==> src/rtl/sr_stim_sequencer_pkg.sv <==
// Shared definitions for the set-reset stimulus sequencer: timing-mode codes
// and FSM state encodings used by the top level and the testbench.
package sr_stim_sequencer_pkg;

   typedef enum logic [1:0] {
      ST_IDLE = 2'd0,
      ST_LEAD = 2'd1,
      ST_RUN  = 2'd2,
      ST_FIN  = 2'd3
   } state_e;

   localparam logic [1:0] MODE_AT_RISE   = 2'd0;
   localparam logic [1:0] MODE_PRE_FALL  = 2'd1;
   localparam logic [1:0] MODE_POST_FALL = 2'd2;
   localparam logic [1:0] MODE_ILLEGAL   = 2'd3;

endpackage

==> src/rtl/sr_stim_sequencer_table.sv <==
// Vector table: NVEC rows of {s,r}. One synchronous write port and one
// combinational read port. Storage has no reset, so a sequencer reset
// leaves the loaded vectors intact.
// Ports:
//   clk      clock
//   we_i     write strobe (already qualified by the caller)
//   waddr_i  write row; rows >= NVEC are dropped
//   wdata_i  {s,r} row data
//   raddr_i  read row; rows >= NVEC read as 0
//   rdata_o  {s,r} at raddr_i
module sr_vec_table #(
   parameter int NVEC   = 26,
   parameter int ADDR_W = 5
) (
   input  logic              clk,
   input  logic              we_i,
   input  logic [ADDR_W-1:0] waddr_i,
   input  logic [1:0]        wdata_i,
   input  logic [ADDR_W-1:0] raddr_i,
   output logic [1:0]        rdata_o
);

   localparam logic [ADDR_W-1:0] LAST_ROW = ADDR_W'(NVEC - 1);

   logic [1:0] mem_q [NVEC];

   always_ff @(posedge clk) begin
      if (we_i && (waddr_i <= LAST_ROW)) begin
         mem_q[waddr_i] <= wdata_i;
      end
   end

   assign rdata_o = (raddr_i <= LAST_ROW) ? mem_q[raddr_i] : 2'b00;

endmodule

==> src/rtl/sr_stim_sequencer.sv <==
// Stimulus sequencer for set-reset latch/flip-flop DUTs. Replays the vector
// table as {s,r} against a gate g in one of three timing modes, samples the
// DUT q/qb at the end of each slot and flags non-complementary outputs.
// Ports:
//   clk, reset_L              clock, synchronous active-low reset
//   start, mode               run request (IDLE only) and timing mode
//   vec_we/vec_waddr/vec_wdata table write port, blocked while busy
//   q_in, qb_in               DUT outputs
//   s, r, g                   registered DUT stimulus
//   busy, done, mode_err      run status
//   vec_idx                   row currently applied
//   smp_valid, smp_q, smp_qb  per-slot sample
//   err_eq, err_cnt           sticky equal-output flag and count
//
// state   | meaning
// IDLE    | waiting for start; table writable
// LEAD    | PERIOD cycles of s=r=g=0 before the first vector
// RUN     | replaying slots, tick down-counter per slot
// FIN     | one-cycle done pulse, then back to IDLE
module sr_stim_sequencer
   import sr_stim_sequencer_pkg::*;
#(
   parameter int NVEC   = 26,
   parameter int ADDR_W = 5,
   parameter int PERIOD = 1000,
   parameter int T_HIGH = 21,
   parameter int T_PRE  = 19,
   parameter int T_POST = 1,
   parameter int CNT_W  = 10
) (
   input  logic              clk,
   input  logic              reset_L,
   input  logic              start,
   input  logic [1:0]        mode,
   input  logic              vec_we,
   input  logic [ADDR_W-1:0] vec_waddr,
   input  logic [1:0]        vec_wdata,
   input  logic              q_in,
   input  logic              qb_in,
   output logic              s,
   output logic              r,
   output logic              g,
   output logic              busy,
   output logic              done,
   output logic              mode_err,
   output logic [ADDR_W-1:0] vec_idx,
   output logic              smp_valid,
   output logic              smp_q,
   output logic              smp_qb,
   output logic              err_eq,
   output logic [ADDR_W-1:0] err_cnt
);

   // The slot counter counts down: remaining = PERIOD-1-tick. Tick-based
   // event points are converted to remaining-count compares here.
   localparam logic [CNT_W-1:0]  CNT_TOP    = CNT_W'(PERIOD - 1);
   localparam logic [CNT_W-1:0]  CNT_HALF   = CNT_W'(PERIOD / 2);
   localparam logic [CNT_W-1:0]  CNT_GFALL0 = CNT_W'(PERIOD - 1 - T_HIGH);
   localparam logic [CNT_W-1:0]  CNT_APPLY1 = CNT_W'(PERIOD / 2 - 1 + T_PRE);
   localparam logic [CNT_W-1:0]  CNT_APPLY2 = CNT_W'(PERIOD - 1 - T_POST);
   localparam logic [ADDR_W-1:0] LAST_IDX   = ADDR_W'(NVEC - 1);

   state_e            state_q, state_d;
   logic [CNT_W-1:0]  cnt_q, cnt_d;
   logic [ADDR_W-1:0] idx_q, idx_d;
   logic [1:0]        mode_q, mode_d;
   logic              s_q, s_d, r_q, r_d, g_q, g_d;
   logic              busy_q, busy_d, done_q, done_d, mode_err_q, mode_err_d;
   logic              smp_valid_q, smp_valid_d, smp_q_q, smp_q_d, smp_qb_q, smp_qb_d;
   logic              err_eq_q, err_eq_d;
   logic [ADDR_W-1:0] err_cnt_q, err_cnt_d;
   logic [1:0]        row;
   logic              slot_end;

   sr_vec_table #(
      .NVEC   (NVEC),
      .ADDR_W (ADDR_W)
   ) u_table (
      .clk     (clk),
      .we_i    (vec_we && !busy_q),
      .waddr_i (vec_waddr),
      .wdata_i (vec_wdata),
      .raddr_i (idx_q),
      .rdata_o (row)
   );

   assign slot_end = (cnt_q == '0);

   always_ff @(posedge clk) begin
      if (!reset_L) begin
         state_q     <= ST_IDLE;
         cnt_q       <= '0;
         idx_q       <= '0;
         mode_q      <= MODE_AT_RISE;
         s_q         <= 1'b0;
         r_q         <= 1'b0;
         g_q         <= 1'b0;
         busy_q      <= 1'b0;
         done_q      <= 1'b0;
         mode_err_q  <= 1'b0;
         smp_valid_q <= 1'b0;
         smp_q_q     <= 1'b0;
         smp_qb_q    <= 1'b0;
         err_eq_q    <= 1'b0;
         err_cnt_q   <= '0;
      end else begin
         state_q     <= state_d;
         cnt_q       <= cnt_d;
         idx_q       <= idx_d;
         mode_q      <= mode_d;
         s_q         <= s_d;
         r_q         <= r_d;
         g_q         <= g_d;
         busy_q      <= busy_d;
         done_q      <= done_d;
         mode_err_q  <= mode_err_d;
         smp_valid_q <= smp_valid_d;
         smp_q_q     <= smp_q_d;
         smp_qb_q    <= smp_qb_d;
         err_eq_q    <= err_eq_d;
         err_cnt_q   <= err_cnt_d;
      end
   end

   always_comb begin
      state_d = state_q;
      case (state_q)
         ST_IDLE: if (start && (mode != MODE_ILLEGAL)) state_d = ST_LEAD;
         ST_LEAD: if (slot_end) state_d = ST_RUN;
         ST_RUN:  if (slot_end && (idx_q == LAST_IDX)) state_d = ST_FIN;
         ST_FIN:  state_d = ST_IDLE;
         default: state_d = ST_IDLE;
      endcase
   end

   always_comb begin
      cnt_d       = cnt_q;
      idx_d       = idx_q;
      mode_d      = mode_q;
      s_d         = s_q;
      r_d         = r_q;
      g_d         = g_q;
      busy_d      = busy_q;
      done_d      = 1'b0;
      mode_err_d  = 1'b0;
      smp_valid_d = 1'b0;
      smp_q_d     = smp_q_q;
      smp_qb_d    = smp_qb_q;
      err_eq_d    = err_eq_q;
      err_cnt_d   = err_cnt_q;

      case (state_q)
         ST_IDLE: begin
            if (start) begin
               if (mode == MODE_ILLEGAL) begin
                  mode_err_d = 1'b1;
               end else begin
                  mode_d    = mode;
                  err_eq_d  = 1'b0;
                  err_cnt_d = '0;
                  busy_d    = 1'b1;
                  cnt_d     = CNT_TOP;
                  idx_d     = '0;
                  s_d       = 1'b0;
                  r_d       = 1'b0;
                  g_d       = 1'b0;
               end
            end
         end

         ST_LEAD: begin
            cnt_d = slot_end ? CNT_TOP : cnt_q - CNT_W'(1);
         end

         ST_RUN: begin
            cnt_d = slot_end ? CNT_TOP : cnt_q - CNT_W'(1);

            case (mode_q)
               MODE_AT_RISE: begin
                  if (cnt_q == CNT_TOP) begin
                     {s_d, r_d} = row;
                     g_d        = 1'b1;
                  end
                  if (cnt_q == CNT_GFALL0) g_d = 1'b0;
               end
               MODE_PRE_FALL: begin
                  g_d = (cnt_q >= CNT_HALF);
                  if (cnt_q == CNT_APPLY1) {s_d, r_d} = row;
               end
               MODE_POST_FALL: begin
                  g_d = (cnt_q < CNT_HALF);
                  if (cnt_q == CNT_APPLY2) {s_d, r_d} = row;
               end
               default: ;
            endcase

            if (slot_end) begin
               smp_valid_d = 1'b1;
               smp_q_d     = q_in;
               smp_qb_d    = qb_in;
               if (q_in == qb_in) begin
                  err_eq_d = 1'b1;
                  if (err_cnt_q != '1) err_cnt_d = err_cnt_q + ADDR_W'(1);
               end
               if (idx_q == LAST_IDX) begin
                  busy_d = 1'b0;
                  done_d = 1'b1;
               end else begin
                  idx_d = idx_q + ADDR_W'(1);
               end
            end
         end

         default: ;
      endcase
   end

   assign s         = s_q;
   assign r         = r_q;
   assign g         = g_q;
   assign busy      = busy_q;
   assign done      = done_q;
   assign mode_err  = mode_err_q;
   assign vec_idx   = idx_q;
   assign smp_valid = smp_valid_q;
   assign smp_q     = smp_q_q;
   assign smp_qb    = smp_qb_q;
   assign err_eq    = err_eq_q;
   assign err_cnt   = err_cnt_q;

endmodule
==> config.mk <==
export PLATFORM = sky130hd
export DESIGN_NAME = sr_stim_sequencer
export DESIGN_NICKNAME = d
export VERILOG_FILES = /design/src/rtl/sr_stim_sequencer_pkg.sv /design/src/rtl/sr_stim_sequencer_table.sv /design/src/rtl/sr_stim_sequencer.sv
export SDC_FILE = /design/constraint.sdc
export NUM_CORES = 1
export LEC_CHECK = 0
export ABC_AREA = 1
export CAP_MARGIN = 20
export CORE_MARGIN = 5
export CORE_UTILIZATION = 50
export DETAILED_ROUTE_END_ITERATION = 12
export PLACE_DENSITY = 0.79
export SYNTH_ARGS = -nofsm -noshare
export SYNTH_HDL_FRONTEND = slang
export SYNTH_SLANG_ARGS = --single-unit
==> constraint.sdc <==
create_clock -name clk -period 1.7 [get_ports clk]
set_input_delay 0.17 -clock clk [delete_from_list [all_inputs] [get_ports clk]]
set_output_delay 0.17 -clock clk [all_outputs]
set_load 0.05 [all_outputs]
==> results of run 1 <==
timing repair:
item	in CTS	in global routing
hold buffers	0	0
resized for setup	7	18
endpoints found under the setup margin	5	23
pin swaps	2	7
buffers inserted	0	2
layer usage:
layer  share of wire  track usage  wire length (um)
met4           0.021       0.0703               221
met5               0            0                 0
met3           0.065       0.0325               689
met2            0.51        0.350              5360
met1            0.41        0.235              4340
flip-flops by register name (all words and copies together), names as in the netlist, named ones only:
name and count:
u_table.mem_q 52, cnt_q 10, err_cnt 5, vec_idx 5, mode_q 2, state_q 2, busy 1, done 1
err_eq 1, g 1, mode_err 1, r 1, s 1, smp_q 1, smp_qb 1, smp_valid 1
area by class of cell:
class	instances	share of cell area
clock buffer	12	0.0304
multi-input combinational	364	0.354
sequential	91	0.429
inverter	72	0.0505
clock inverter	4	0.00868
timing repair buffer	67	0.102
tap	111	0.0254
metrics by stage:
step	hold slack (ns)	setup slack [ns]	instances	setup TNS [ns]	area (um2)
global placement	0.432	-0.0685	703	-1.60	5190
global route	0.468	-0.0452	721	-0.178	5480
finish	0.413	0.0341	721	0	5480
detailed placement	0.437	-0.146	703	-5.03	5190
CTS	0.400	0.00713	719	0	5410
floorplan	0.269	0.0340	541	0	4590
logic make-up (layout without fill, tap and decap cells):
kind of cell    Yosys count  in the layout  share of synthesized area
simple gates            282            282                      0.286
flops                    91             91                      0.511
buf+inv                  86            155                     0.0780
compound gates           62             62                     0.0737
fa+ha+maj                16             16                     0.0436
xor+xnor                  4              4                    0.00764
where the power goes:
| group | leakage (nW) | internal (W) | total [W] | switching, W |
|---|---|---|---|---|
| Sequential | 0.788 | 0.00253 | 0.00276 | 0.000229 |
| Combinational | 1.40 | 0.00101 | 0.00278 | 0.00177 |
| Clock | 0.108 | 0.000805 | 0.00156 | 0.000757 |
| Total | 2.30 | 0.00435 | 0.00710 | 0.00276 |
final timing paths:
path                            slack, ns        from  cells after the start  endpoint
worst max-delay path                 0.03        done                      1      done
worst min-delay path                 0.41       start                      3  mode_err
worst max register to register       0.07  state_q[1]                     10         s
worst min register to register       0.45       smp_q                      2     smp_q
layout by cell type (no fill, tap or decap), types with 7 or more instances in the layout:
cell               n
nand2_1          120
nor2_1            61
inv_1             59
edfxtp_1          52
nand3_1           50
buf_4             45
dfxtp_1           35
a21oi_1           27
o21ai_0           17
clkdlybuf4s50_1   17
ha_1              14
nand4_1           13
clkbuf_8          10
inv_2              9
nor3_1             7
nand2_2            7
==> impl_metrics.yaml, run 1 <==
global_routing:
  grt_overflow: 0
  grt_pass1_wl_um: 17500
  grt_pass1_vias: 3790
  antenna_found_initial: 0
  grt_usage: 0.195
  grt_max_degree: 27
drt:
  wl_um: 10600
  first_pass_iters: 5
  vias: 3828
  remaining_drc_errors: 0
  drt_iter0_drc: 229
  vias_per_cell: 5.31
  routedWlPerCell_um: 14.7
  final_antenna_net_count: 0
logic_synthesis:
  synth_area_leaders: "edfxtp_1 (34%), dfxtp_1 (17%), nand2_1 (10%)"
  synth_top_area_cell: "edfxtp_1"
  ys_types: 41
  yosysTopAreaCellShare: 0.340
  synth_edf_count: 52
  ys_async_sr_fraction: 0
  synth_common_cells: "nand2_1 (124), inv_1 (63), nor2_1 (61)"
  synth_ff_type: "edfxtp_1"
  synth_most_common_cell: "nand2_1"
  syn-cell-area_um2: 4590
  synthesis.nets: 572
  syn_avg_cell_area_um2: 8.48
  synth_cells: 541
  synth_seq_cells: 91
  yosys_warnings: 0
  synth.yosys.seq_area_share: 0.511
die:
  pin_count: 35
  dieArea_um2: 11200
  core_um2: 9110
  initial_utilization: 0.504
  fp.dieH_um: 106
  rows: 35
  die-width_um: 106
layout:
  fill_cells: 787
  final_util: 0.601
  seqCellArea_um2: 2350
  diodes: 0
  drive_above_1_share: 0.177
  area_delta_synth_final_pct: 19.4
  multi_input_area_um2: 1940
  final_nets: 636
clock_network:
  cts_made_buffers: 9
  clk_pin_slew_ns: 0.08
  htree_levels: 3
  clkLatencyLatePin_ns: 0.36
  cts_max_path_buffers: 2
  cts_root_buf: "clkbuf_8"
  tritoncts: "built"
  clock-sinks: 91
min_path:
  min_path_type: "in -> reg"
timing:
  fin_worst_skew_ns: 0.00988
  finalSetupViolCount: 0
  tightestPinTransition_ns: 0.514
  slew_violations: 0
  finalHoldViolCount: 0
  fmax_mhz: 600
  min_period_ns: 1.67
  finalCritPeriodShare: 0.980
  relSlewSlack: 0.656
  rsz0062_at_grt: "yes"
power:
  p_leak_nw: 2.30
  powerDensity_nw_per_um2: 1300
  vdd_drop_max_uv: 990
  power_w: 0.00710
critical_path:
  cp_num_buf_inv: 1
  cp_slowest_cell: "clkdlybuf4s50_1"
  critical_path_class: "reg -> out"
  startpoint_type: "register"
  worstPathCellList: "clkdlybuf4s50_1"
  worstPathRequired_ns: 1.53
  cp_data_arrival_time_ns: 1.50
  crit_path_max_fanout: 1
  critPathTopFamily: "buffers and inverters"
  slowest_delay_ns: 0.81
  endpoint_kind: "output pin"
flow_run:
  drv_cap: 0
place:
  io_buffers: 34
  gp_congestion: 0.887
  dp_hpwl_um: 7510
status:
  status: "complete, no violations"
Power figures use the tool's default switching activity.
==> inputs of run 2 (changes only) <==
==> constraint.sdc (replaced) <==
create_clock -name clk -period 1.7 [get_ports clk]
set_input_delay 0.51 -clock clk [delete_from_list [all_inputs] [get_ports clk]]
set_output_delay 0.51 -clock clk [all_outputs]
set_load 0.05 [all_outputs]
==> impl_metrics.yaml, run 2 (synthesized netlist as in run 1, its figures left out) <==
global_routing:
  top_usage_layer: "met2"
  met1_usage: 0.230
  antenna_found_initial: 0
  grt_pass1_wl_um: 18300
  grt_pass1_vias: 4101
  met2_usage: 0.364
  grt_usage: 0.201
  grt_max_degree: 27
  use_met3: 0.0533
  grt_overflow: 0
timing:
  finalSetupViolCount: 0
  tightestPinTransition_ns: 0.564
  min_period_ns: 1.62
  finalHoldViolCount: 0
  rsz0062_at_grt: "yes"
  fin_worst_skew_ns: 0.0156
  finalCritPeriodShare: 0.952
  fmax_mhz: 618
  slew_violations: 0
  relSlewSlack: 0.623
place:
  io_buffers: 34
  dp_hpwl_um: 7780
  gp_congestion: 0.889
  placed_area_um2: 5520
clock_network:
  clock-sinks: 91
  clk_pin_slew_ns: 0.09
  clkLatencyLatePin_ns: 0.35
  cts_max_path_buffers: 2
  htree_levels: 3
  cts_made_buffers: 9
  cts_root_buf: "clkbuf_8"
  postCtsHoldBufs: 0
  tritoncts: "built"
critical_path:
  reg2reg_slack_ns: 0.08
  endpoint_kind: "register"
  crit_path_start: "vec_waddr[2]"
  worstPathRequired_ns: 1.76
  startpoint_type: "input port"
  critical_path_class: "in -> reg"
  cp_data_arrival_time_ns: 1.67
  r2r_start: "state_q[1]"
  worstRegToRegCells: 10
  crit_path_max_fanout: 5
  r2r_end: "cnt_q[4]"
drt:
  routedWlPerCell_um: 15.4
  remaining_drc_errors: 0
  first_pass_iters: 5
  final_antenna_net_count: 0
  wl_um: 11400
  vias_per_cell: 5.42
  drt_iter0_drc: 226
  vias: 4022
min_path:
  min_path_type: "reg -> reg"
  whs_path_depth: 2
  worstHoldStart: "smp_q"
  min_to: "smp_q"
layout:
  final_nets: 657
  largest_reg_flops: 52
  multi_input_area_um2: 2080
  reg.largest.list: "u_table.mem_q (52), cnt_q (10)"
  seqCellArea_um2: 2350
  final_util: 0.660
  top_register: "u_table.mem_q"
  mostFrequentLayoutCells: "nand2_1 (119), inv_1 (53), edfxtp_1 (52)"
  postLayoutCellArea_um2: 6010
  diodes: 0
  final_common_cell: "nand2_1"
  area_delta_synth_final_pct: 31.1
  drive_above_1_share: 0.277
  fill_cells: 688
die:
  core_um2: 9110
  pin_count: 35
  dieArea_um2: 11200
  fp.dieH_um: 106
  initial_utilization: 0.504
  rows: 35
  die-width_um: 106
status:
  status: "complete, no violations"
power:
  powerDensity_nw_per_um2: 1230
  vdd_drop_max_uv: 897
  power_w: 0.00742
  p_leak_nw: 2.46
flow_run:
  drv_cap: 0
## run 2: cell count changes in the layout (fill, tap and decap cells not counted), moves of 3 or more
cell / previous run / this run
clkdlybuf4s50_1: 17 / 6
nor2_4: 6 / 12
nor2_1: 61 / 35
inv_1: 59 / 53
buf_12: 0 / 20
buf_6: 0 / 3
inv_2: 9 / 15
nor2_2: 3 / 23
buf_4: 45 / 51
dlymetal6s2s_1: 2 / 6
## run 2: area by class of cell
| class | instances | share of cell area |
|---|---|---|
| Clock buffer | 10 | 0.0212 |
| Clock inverter | 6 | 0.0121 |
| Inverter | 72 | 0.0460 |
| Multi-Input combinational cell | 364 | 0.346 |
| Tap cell | 111 | 0.0231 |
| Timing Repair Buffer | 88 | 0.161 |
| Sequential cell | 91 | 0.390 |
## run 2: worst max path at each step
stage / to / slack [ns] / depth (start not counted)
final: u_table.mem_q[17][0] / 0.08 / 8
after global routing: g / -0.03 / 11
after CTS: u_table.mem_q[23][0] / -0.002 / 8
after detailed placement: u_table.mem_q[17][0] / -0.50 / 7
after global placement: u_table.mem_q[10][0] / -0.41 / 7
after floorplan: register / 0.03 / 8
## run 2: worst max-delay path: stages
cell	delay, ns
dlygate4sd2_1	0.27
inv_2	0.08
a211oi_2	0.08
nor3_4	0.20
buf_6	0.14
nand4_1	0.11
buf_6	0.18
nor2_4	0.10
## run 2: per-layer routing
metal | vias up | part of all wire
met5 | - | 0
met4 | 0 | 0.026
met3 | 35 | 0.062
met2 | 140 | 0.51
met1 | 1892 | 0.40
li1 | 1955 | -
## run 2: power by group
group	switching (W)	total, W	internal, W
Sequential	0.000251	0.00278	0.00253
Clock	0.000785	0.00148	0.000696
Combinational	0.00190	0.00315	0.00126
## run 2: stage by stage
step / setup WS, ns / hold slack (ns) / TNS, ns / std cells
after floorplan: 0.0340 / 0.472 / 0 / 541
after global placement: -0.410 / 0.470 / -26.69 / 716
after detailed placement: -0.504 / 0.481 / -31.21 / 716
after CTS: -0.00199 / 0.499 / -0.00459 / 739
after global routing: -0.0328 / 0.529 / -0.0634 / 742
final: 0.0819 / 0.499 / 0 / 742
## run 2: timing repair
action | 4_1_cts | 5_1_grt
gates resized for setup | 34 | 47
setup endpoints to repair | 57 | 73
pin swaps | 1 | 12
buffers inserted | 7 | 3
